<file path="src/rtl/tcm_port_arb.sv">
// Two-requester arbiter for RAM port 1 of the TCM: the CPU normally wins contention,
// and the external (AXI) side is granted once it has lost STARVE_MAX contended cycles in a row.
module tcm_port_arb #(
    parameter int unsigned STARVE_MAX = 4
) (
    input  logic        clk_i,
    input  logic        rst_i,
    input  logic        cpu_rd_i,
    input  logic [3:0]  cpu_wr_i,
    input  logic        cpu_maint_i,
    input  logic [31:0] cpu_addr_i,
    input  logic [31:0] cpu_data_wr_i,
    input  logic [10:0] cpu_tag_i,
    output logic        cpu_accept_o,
    output logic        cpu_ack_o,
    output logic [10:0] cpu_tag_o,
    output logic [31:0] cpu_data_rd_o,
    input  logic        ext_rd_i,
    input  logic [3:0]  ext_wr_i,
    input  logic [31:0] ext_addr_i,
    input  logic [31:0] ext_data_wr_i,
    output logic        ext_accept_o,
    output logic        ext_ack_o,
    output logic [31:0] ext_data_rd_o,
    output logic [12:0] ram_addr_o,
    output logic [63:0] ram_data_o,
    output logic [7:0]  ram_wr_o,
    input  logic [63:0] ram_data_i
);
    typedef struct packed {
        logic [3:0]  wr;
        logic [31:0] addr;
        logic [31:0] data;
    } req_t;

    logic        cpu_req, ext_req, ext_wins;
    logic        cpu_gnt, ext_gnt;
    req_t        gnt_req;
    logic [3:0]  strb;
    logic [3:0]  starve_q, starve_d;
    logic        cpu_ack_q, ext_ack_q, lane_q;
    logic [10:0] tag_q;
    logic        unused_addr_bits;

    assign cpu_req  = cpu_rd_i | (|cpu_wr_i) | cpu_maint_i;
    assign ext_req  = ext_rd_i | (|ext_wr_i);
    assign ext_wins = (starve_q == 4'(STARVE_MAX));
    assign ext_gnt  = ext_req & (~cpu_req | ext_wins);
    assign cpu_gnt  = cpu_req & ~(ext_req & ext_wins);

    // Reset forces both accepts high so neither requester stalls against a dead port.
    assign cpu_accept_o = rst_i | ~(ext_req & ext_wins);
    assign ext_accept_o = rst_i | ~(cpu_req & ~ext_wins);

    always_comb begin
        gnt_req = '{wr: cpu_wr_i, addr: cpu_addr_i, data: cpu_data_wr_i};
        if (ext_gnt)
            gnt_req = '{wr: ext_wr_i, addr: ext_addr_i, data: ext_data_wr_i};
        strb = (rst_i || !(cpu_gnt || ext_gnt)) ? 4'h0 : gnt_req.wr;
    end

    assign ram_addr_o = gnt_req.addr[15:3];
    assign ram_wr_o   = gnt_req.addr[2] ? {strb, 4'h0} : {4'h0, strb};
    assign ram_data_o = gnt_req.addr[2] ? {gnt_req.data, 32'h0} : {32'h0, gnt_req.data};

    always_comb begin
        starve_d = starve_q;
        if (ext_gnt)
            starve_d = 4'h0;
        else if (cpu_req && ext_req && starve_q < 4'(STARVE_MAX))
            starve_d = starve_q + 4'h1;
    end

    always_ff @(posedge clk_i or posedge rst_i) begin
        if (rst_i) begin
            starve_q  <= 4'h0;
            cpu_ack_q <= 1'b0;
            ext_ack_q <= 1'b0;
            lane_q    <= 1'b0;
            tag_q     <= 11'h0;
        end else begin
            starve_q  <= starve_d;
            cpu_ack_q <= cpu_gnt;
            ext_ack_q <= ext_gnt;
            if (cpu_gnt || ext_gnt)
                lane_q <= gnt_req.addr[2];
            if (cpu_gnt)
                tag_q <= cpu_tag_i;
        end
    end

    assign cpu_ack_o     = cpu_ack_q;
    assign ext_ack_o     = ext_ack_q;
    assign cpu_tag_o     = tag_q;
    assign cpu_data_rd_o = lane_q ? ram_data_i[63:32] : ram_data_i[31:0];
    assign ext_data_rd_o = lane_q ? ram_data_i[63:32] : ram_data_i[31:0];

    assign unused_addr_bits = ^{cpu_addr_i[31:16], cpu_addr_i[1:0],
                                ext_addr_i[31:16], ext_addr_i[1:0]};
endmodule

</file>
<file path="config.mk">
export PLATFORM = sky130hd
export DESIGN_NAME = tcm_port_arb
export DESIGN_NICKNAME = d
export VERILOG_FILES = /design/src/rtl/tcm_port_arb.sv
export SDC_FILE = /design/constraint.sdc
export NUM_CORES = 1
export LEC_CHECK = 0
export CAP_MARGIN = 25
export CORE_AREA = 3 3 148 150
export DETAILED_ROUTE_END_ITERATION = 6
export DIE_AREA = 0 0 151 153
export PLACE_DENSITY_LB_ADDON = 0.1
export SYNTH_ARGS = -nofsm -noshare
export SYNTH_HDL_FRONTEND = slang
export SYNTH_SLANG_ARGS = --single-unit
</file>
<file path="constraint.sdc">
create_clock -name clk_i -period 7.05 [get_ports clk_i]
set_clock_uncertainty 0.1 [all_clocks]
set_input_delay 1.7625 -clock clk_i [delete_from_list [all_inputs] [get_ports clk_i]]
set_output_delay 1.7625 -clock clk_i [all_outputs]
set_load 0.02 [all_outputs]
</file>
==> flow_summary.json, run 1 <==
{
  "numPortBuffers": 343,
  "cts-hold-fix-buffers": 0,
  "post_cts_resized": 0,
  "final_common_cell": "clkdlybuf4s50_1",
  "vias": 4085,
  "fin_nets": 935,
  "async_flop_share": 1.00,
  "min_path_cells": 1,
  "coreArea_um2": 20800,
  "drc": 0,
  "max_stage_delay_ps": 640,
  "finalMaxSlewViolations": 0,
  "cp_cell_sequence": "clkdlybuf4s50_1 -> or4_4 -> or2_1 -> nand2_4 -> buf_12 -> mux2i_1 -> clkdlybuf4s50_1",
  "synth_edf_count": 0,
  "drv_cap": 0,
  "cts_setup_buffers": 0,
  "grt_pass1_wl_mm": 24.4,
  "cts-root-buf": "clkbuf_16",
  "endpoint_kind": "output pin",
  "grt_pass1_vias": 4270,
  "seqCellArea_um2": 450,
  "synth_nets": 661,
  "ys_ff_latch": 18,
  "synth.cell_area_um2": 3350,
  "ys_seq_area_frac": 0.135,
  "drive_gt1_frac": 0.112,
  "place_ws_ps": 522,
  "setup_viol": 0,
  "antenna_found_initial": 1,
  "place_congestion": 0.763,
  "grt_overflow_total": 0,
  "io_pins": 380,
  "final_util": 0.324,
  "cts_tree": "done",
  "fmax_mhz": 154,
  "yosys_warnings": 0,
  "hpwl_mm": 13.5,
  "setup_tns_ps": 0,
  "worst_slack_ps": 554,
  "diodes": 0,
  "num_rows": 53,
  "multiInputGateArea_um2": 2320,
  "antenna_left": 0,
  "fin_crit_sh": 0.921,
  "critPathSlowestCell": "clkdlybuf4s50_1",
  "power.density_nw_per_um2": 255,
  "worst_pin_slew_ps": 664,
  "cp.arrival_ps": 4630,
  "clk_pin_slew_ps": 50,
  "vias_per_cell": 4.12,
  "clk_latency_ps": 240,
  "leakage_nw": 2.71,
  "rsz0062_at_grt": "no",
  "synth-main-ff-cell": "dfrtp_1",
  "crit_fanout": 52,
  "yosysUniqueCellTypes": 45,
  "nFillCells": 2190,
  "final_area_um2": 6740,
  "ir_drop_v": 0.000112,
  "start_kind": "primary input",
  "die_w_um": 151,
  "grt_util_all_layers": 0.132,
  "fp.dieArea_um2": 23100,
  "wl_per_cell_um": 16.5,
  "numCtsBuffers": 3,
  "status": "completed",
  "cts.sinks": 18,
  "place_area_um2": 6660,
  "syn_to_final_growth_pct": 101,
  "final_cell_mix": "341 x clkdlybuf4s50_1, 70 x nand2_1, 67 x o21ai_0, 45 x mux2_2",
  "slew_headroom": 0.557,
  "die_h_um": 153,
  "hp-class": "flip-flop to flip-flop",
  "wirelength_mm": 16.4,
  "worstPathRequired_ps": 5190,
  "dr.pass1.iters": 4,
  "rr_worst_depth": 6,
  "holdWs_ps": 400,
  "critPathKind": "primary input to output pin",
  "synth_area_per_cell_um2": 7.56,
  "htreeDepth": 1,
  "synth_cells": 443,
  "initial_core_util": 0.161,
  "finalHoldViolCount": 0,
  "cp_common_cell": "clkdlybuf4s50_1",
  "grt_max_degree": 53,
  "post-route-min-period_ps": 6500,
  "drt_iter0_drc": 110,
  "cts_buffer_depth": 2
}
per-layer routing:
layer  routed length [um]  share of wire  GRT usage
met1                 5990           0.37      0.141
met2                 8730           0.53      0.256
met3                 1480          0.090     0.0368
met4                  156         0.0095     0.0212
met5                   13        0.00079          0
metrics by stage:
stage               total power, mW  instances
floorplan                      1.05        443
global placement               1.62        987
detailed placement             1.62        987
CTS                            1.75        991
global route                   1.84        991
finish                         1.72        991
registers in the layout (all words and copies together), names as in the netlist:
signal     flops
starve_q       4
cpu_tag_o     11
ext_ack_o      1
lane_q         1
cpu_ack_o      1
path summary, 6_finish.rpt:
kind / from / slack [ps] / to
worst max-delay path: ext_wr_i[1] / 550 / ram_data_o[61]
worst min-delay path: cpu_tag_o[2] / 400 / cpu_tag_o[2]
worst max register to register: starve_q[0] / 4910 / cpu_tag_o[6]
worst min register to register: cpu_tag_o[2] / 400 / cpu_tag_o[2]
max in group asynchronous: rst_i / 4370 / cpu_tag_o[7]
min in group asynchronous: rst_i / 1970 / lane_q
cell usage after synthesis (2+ instances only):
cell	number	area (um^2)
buf_1	2	7.51
nor2b_1	32	200
buf_4	45	338
clkbuf_2	2	10.0
o21ai_0	67	335
nor3b_1	2	15.0
mux2_2	45	507
o21ai_1	3	15.0
a31oi_1	2	12.5
nor2_1	7	26.3
clkbuf_1	27	101
dfrtp_1	18	450
buf_12	2	40.0
nand3_1	4	20.0
ha_1	2	25.0
a21oi_1	2	10.0
nand2_1	70	263
inv_1	7	26.3
nor4_1	2	12.5
mux2i_1	32	320
mux2_4	10	150
buf_6	4	45.0
a41o_1	2	20.0
nand2b_1	32	200
o41ai_1	2	17.5
report_power, final:
group          switching (mW)  total [mW]  internal (mW)
Clock                  0.0378       0.124         0.0862
Combinational           0.729        1.44          0.709
Sequential             0.0178       0.159          0.141
worst max-delay path: cells and delay by family:
kind | cells | cell delay, ps
multiplexers | 1 | 270
buffers and inverters | 3 | 1400
AND/OR/NAND/NOR | 3 | 1170
layout make-up:
cell class	count	share of cell area
tap	275	0.0510
sequential	18	0.0668
clock buffer	4	0.0132
timing repair buffer	353	0.521
inverter	9	0.00501
multi-input combinational	332	0.343
cell families after synthesis:
logic type / share of synthesized area
AND/OR/NAND/NOR: 0.243
adder cells (fa/ha/maj): 0.00748
flip-flops: 0.135
AO/OA/AOI/OAI: 0.139
multiplexers: 0.295
buffers and inverters: 0.178
XOR/XNOR: 0.00262
Note: power is estimated with default switching activity, not from simulation.
==> inputs of run 2 (changes only) <==
--- a/config.mk
+++ b/config.mk
@@ -6,9 +6,9 @@
 export NUM_CORES = 1
 export LEC_CHECK = 0
 export CAP_MARGIN = 25
-export CORE_AREA = 3 3 148 150
+export CORE_AREA = 3 3 147 149
 export DETAILED_ROUTE_END_ITERATION = 6
-export DIE_AREA = 0 0 151 153
+export DIE_AREA = 0 0 150 152
 export PLACE_DENSITY_LB_ADDON = 0.1
 export SYNTH_ARGS = -nofsm -noshare
 export SYNTH_HDL_FRONTEND = slang
==> constraint.sdc (replaced) <==
create_clock -name clk_i -period 6.25 [get_ports clk_i]
set_clock_uncertainty 0.1 [all_clocks]
set_input_delay 1.5625 -clock clk_i [delete_from_list [all_inputs] [get_ports clk_i]]
set_output_delay 1.5625 -clock clk_i [all_outputs]
set_load 0.02 [all_outputs]
==> run 2 against run 1 <==
Effect of this change: sequential cell count did not move; non-clock buffer count did not move; sequential power increased by 14%; clock power increased by 12%; critical path depth stayed put; largest power group unchanged; combinational power grew 15%; register-to-register slack got worse by 810 ps; worst setup slack worse by 310 ps; critical endpoint is now ram_data_o[46]; clock-buffer cell count did not move; total power up 15%; first-iteration DRC count grew 14%; hold slack better by 1.6 ps.
==> flow_summary.json, run 2 (synthesized netlist as in run 1, its figures left out) <==
{
  "num_rows": 52,
  "grt_pass1_wl_mm": 24.4,
  "antenna_found_initial": 1,
  "numPortBuffers": 343,
  "syn_to_final_growth_pct": 102,
  "grt_overflow_total": 0,
  "reg2reg_to": "cpu_tag_o[1]",
  "worstPathRequired_ps": 4590,
  "hp-class": "flip-flop to flip-flop",
  "critPathKind": "primary input to output pin",
  "cts_tree": "done",
  "rsz0062_at_grt": "no",
  "die_w_um": 150,
  "diodes": 0,
  "drv_cap": 0,
  "critPathSlowestCell": "clkdlybuf4s50_1",
  "start_kind": "primary input",
  "worst_slack_ps": 248,
  "vias": 4164,
  "finalHoldViolCount": 0,
  "clk_pin_slew_ps": 50,
  "setup_viol": 0,
  "final_cell_mix": "340 x clkdlybuf4s50_1, 70 x nand2_1, 67 x o21ai_0, 45 x mux2_2",
  "cts_setup_buffers": 0,
  "drc": 0,
  "worstSetupStartpoint": "ext_wr_i[1]",
  "setup_tns_ps": 0,
  "fmax_mhz": 167,
  "antenna_left": 0,
  "slew_headroom": 0.485,
  "cts.sinks": 18,
  "crit_fanout": 36,
  "grt_pass1_vias": 4235,
  "grt_util_all_layers": 0.133,
  "place_ws_ps": 225,
  "drt_iter0_drc": 125,
  "cp_common_cell": "clkdlybuf4s50_1",
  "fin_crit_sh": 0.960,
  "initial_core_util": 0.165,
  "largest_reg_flops": 11,
  "finalMaxSlewViolations": 0,
  "leakage_nw": 2.73,
  "vias_per_cell": 4.22,
  "die_h_um": 152,
  "io_pins": 380,
  "cts-root-buf": "clkbuf_16",
  "dr.pass1.iters": 4,
  "post-route-min-period_ps": 6000,
  "hpwl_mm": 13.5,
  "cp_cell_sequence": "clkdlybuf4s50_1 -> or4_4 -> or2_1 -> nand2_4 -> buf_12 -> mux2i_1 -> clkdlybuf4s50_1",
  "post_cts_resized": 0,
  "max_stage_delay_ps": 650,
  "cts-hold-fix-buffers": 0,
  "endpoint_kind": "output pin",
  "htreeDepth": 1,
  "cts_buffer_depth": 2,
  "numCtsBuffers": 3,
  "rr_worst_depth": 6,
  "fp.dieArea_um2": 22800,
  "wl_per_cell_um": 16.6,
  "drive_gt1_frac": 0.113,
  "coreArea_um2": 20300,
  "worst_pin_slew_ps": 773,
  "grt_max_degree": 45,
  "final_common_cell": "clkdlybuf4s50_1",
  "r2r_start": "starve_q[0]",
  "cp.arrival_ps": 4340,
  "fin_nets": 935,
  "place_congestion": 0.772,
  "power.density_nw_per_um2": 291,
  "ff2ff_setup_slack_ps": 4100,
  "clk_latency_ps": 250,
  "critPathCapture": "ram_data_o[46]",
  "ir_drop_v": 0.000101,
  "wirelength_mm": 16.4,
  "status": "completed"
}
==> run 2: changes by cell type in the layout (fill, tap and decap cells not counted), sizes merged <==
cell	change
buf	+1
clkdlybuf4s50	-1
==> run 2: per-layer routing <==
| metal | GRT usage | up-vias | part of all wire |
|---|---|---|---|
| met5 | 0 | - | 0.00079 |
| li1 | - | 2001 | - |
| met4 | 0.0183 | 2 | 0.0099 |
| met3 | 0.0363 | 12 | 0.089 |
| met1 | 0.146 | 1955 | 0.37 |
| met2 | 0.256 | 194 | 0.53 |
==> run 2: layout make-up <==
| type | count | area [um^2] |
|---|---|---|
| inverter | 9 | 33.8 |
| timing repair buffer | 353 | 3550 |
| sequential | 18 | 450 |
| multi-input combinational | 332 | 2320 |
| fill | 2140 | 13500 |
| clock buffer | 4 | 88.8 |
| tap | 270 | 338 |
==> run 2: how the worst min path moves through the flow <==
stage / slack, ps / cells after the start / end / startpoint
after global routing: 420 / 1 / cpu_tag_o[5] / cpu_tag_o[5]
after detailed placement: 390 / 1 / cpu_tag_o[9] / cpu_tag_o[9]
after CTS: 400 / 1 / cpu_tag_o[9] / cpu_tag_o[9]
after global placement: 390 / 1 / cpu_tag_o[2] / cpu_tag_o[2]
after floorplan: 380 / 2 / starve_q[2] / starve_q[2]
final: 400 / 1 / cpu_tag_o[9] / cpu_tag_o[9]
==> run 2: report_power, final <==
part / switching [mW] / internal, mW
registers: 0.0234 / 0.159
clock network: 0.0413 / 0.0973
logic: 0.831 / 0.818
==> run 2: critical path, delay by kind of cell <==
family / cells / cell delay [ps]
buffers and inverters: 3 / 1370
AND/OR/NAND/NOR: 3 / 1110
multiplexers: 1 / 270
==> run 2: stage by stage <==
| step | instance area, um^2 | hold WS (ps) | power [mW] | cells | utilization |
|---|---|---|---|---|---|
| final | 6770 | 402 | 1.97 | 986 | 0.334 |
| after floorplan | 3350 | 378 | 1.19 | 443 | - |
| after CTS | 6770 | 404 | 2.00 | 986 | 0.334 |
| after global placement | 6680 | 388 | 1.85 | 982 | 0.329 |
| after detailed placement | 6680 | 392 | 1.85 | 982 | 0.329 |
| after global routing | 6770 | 422 | 2.09 | 986 | 0.334 |
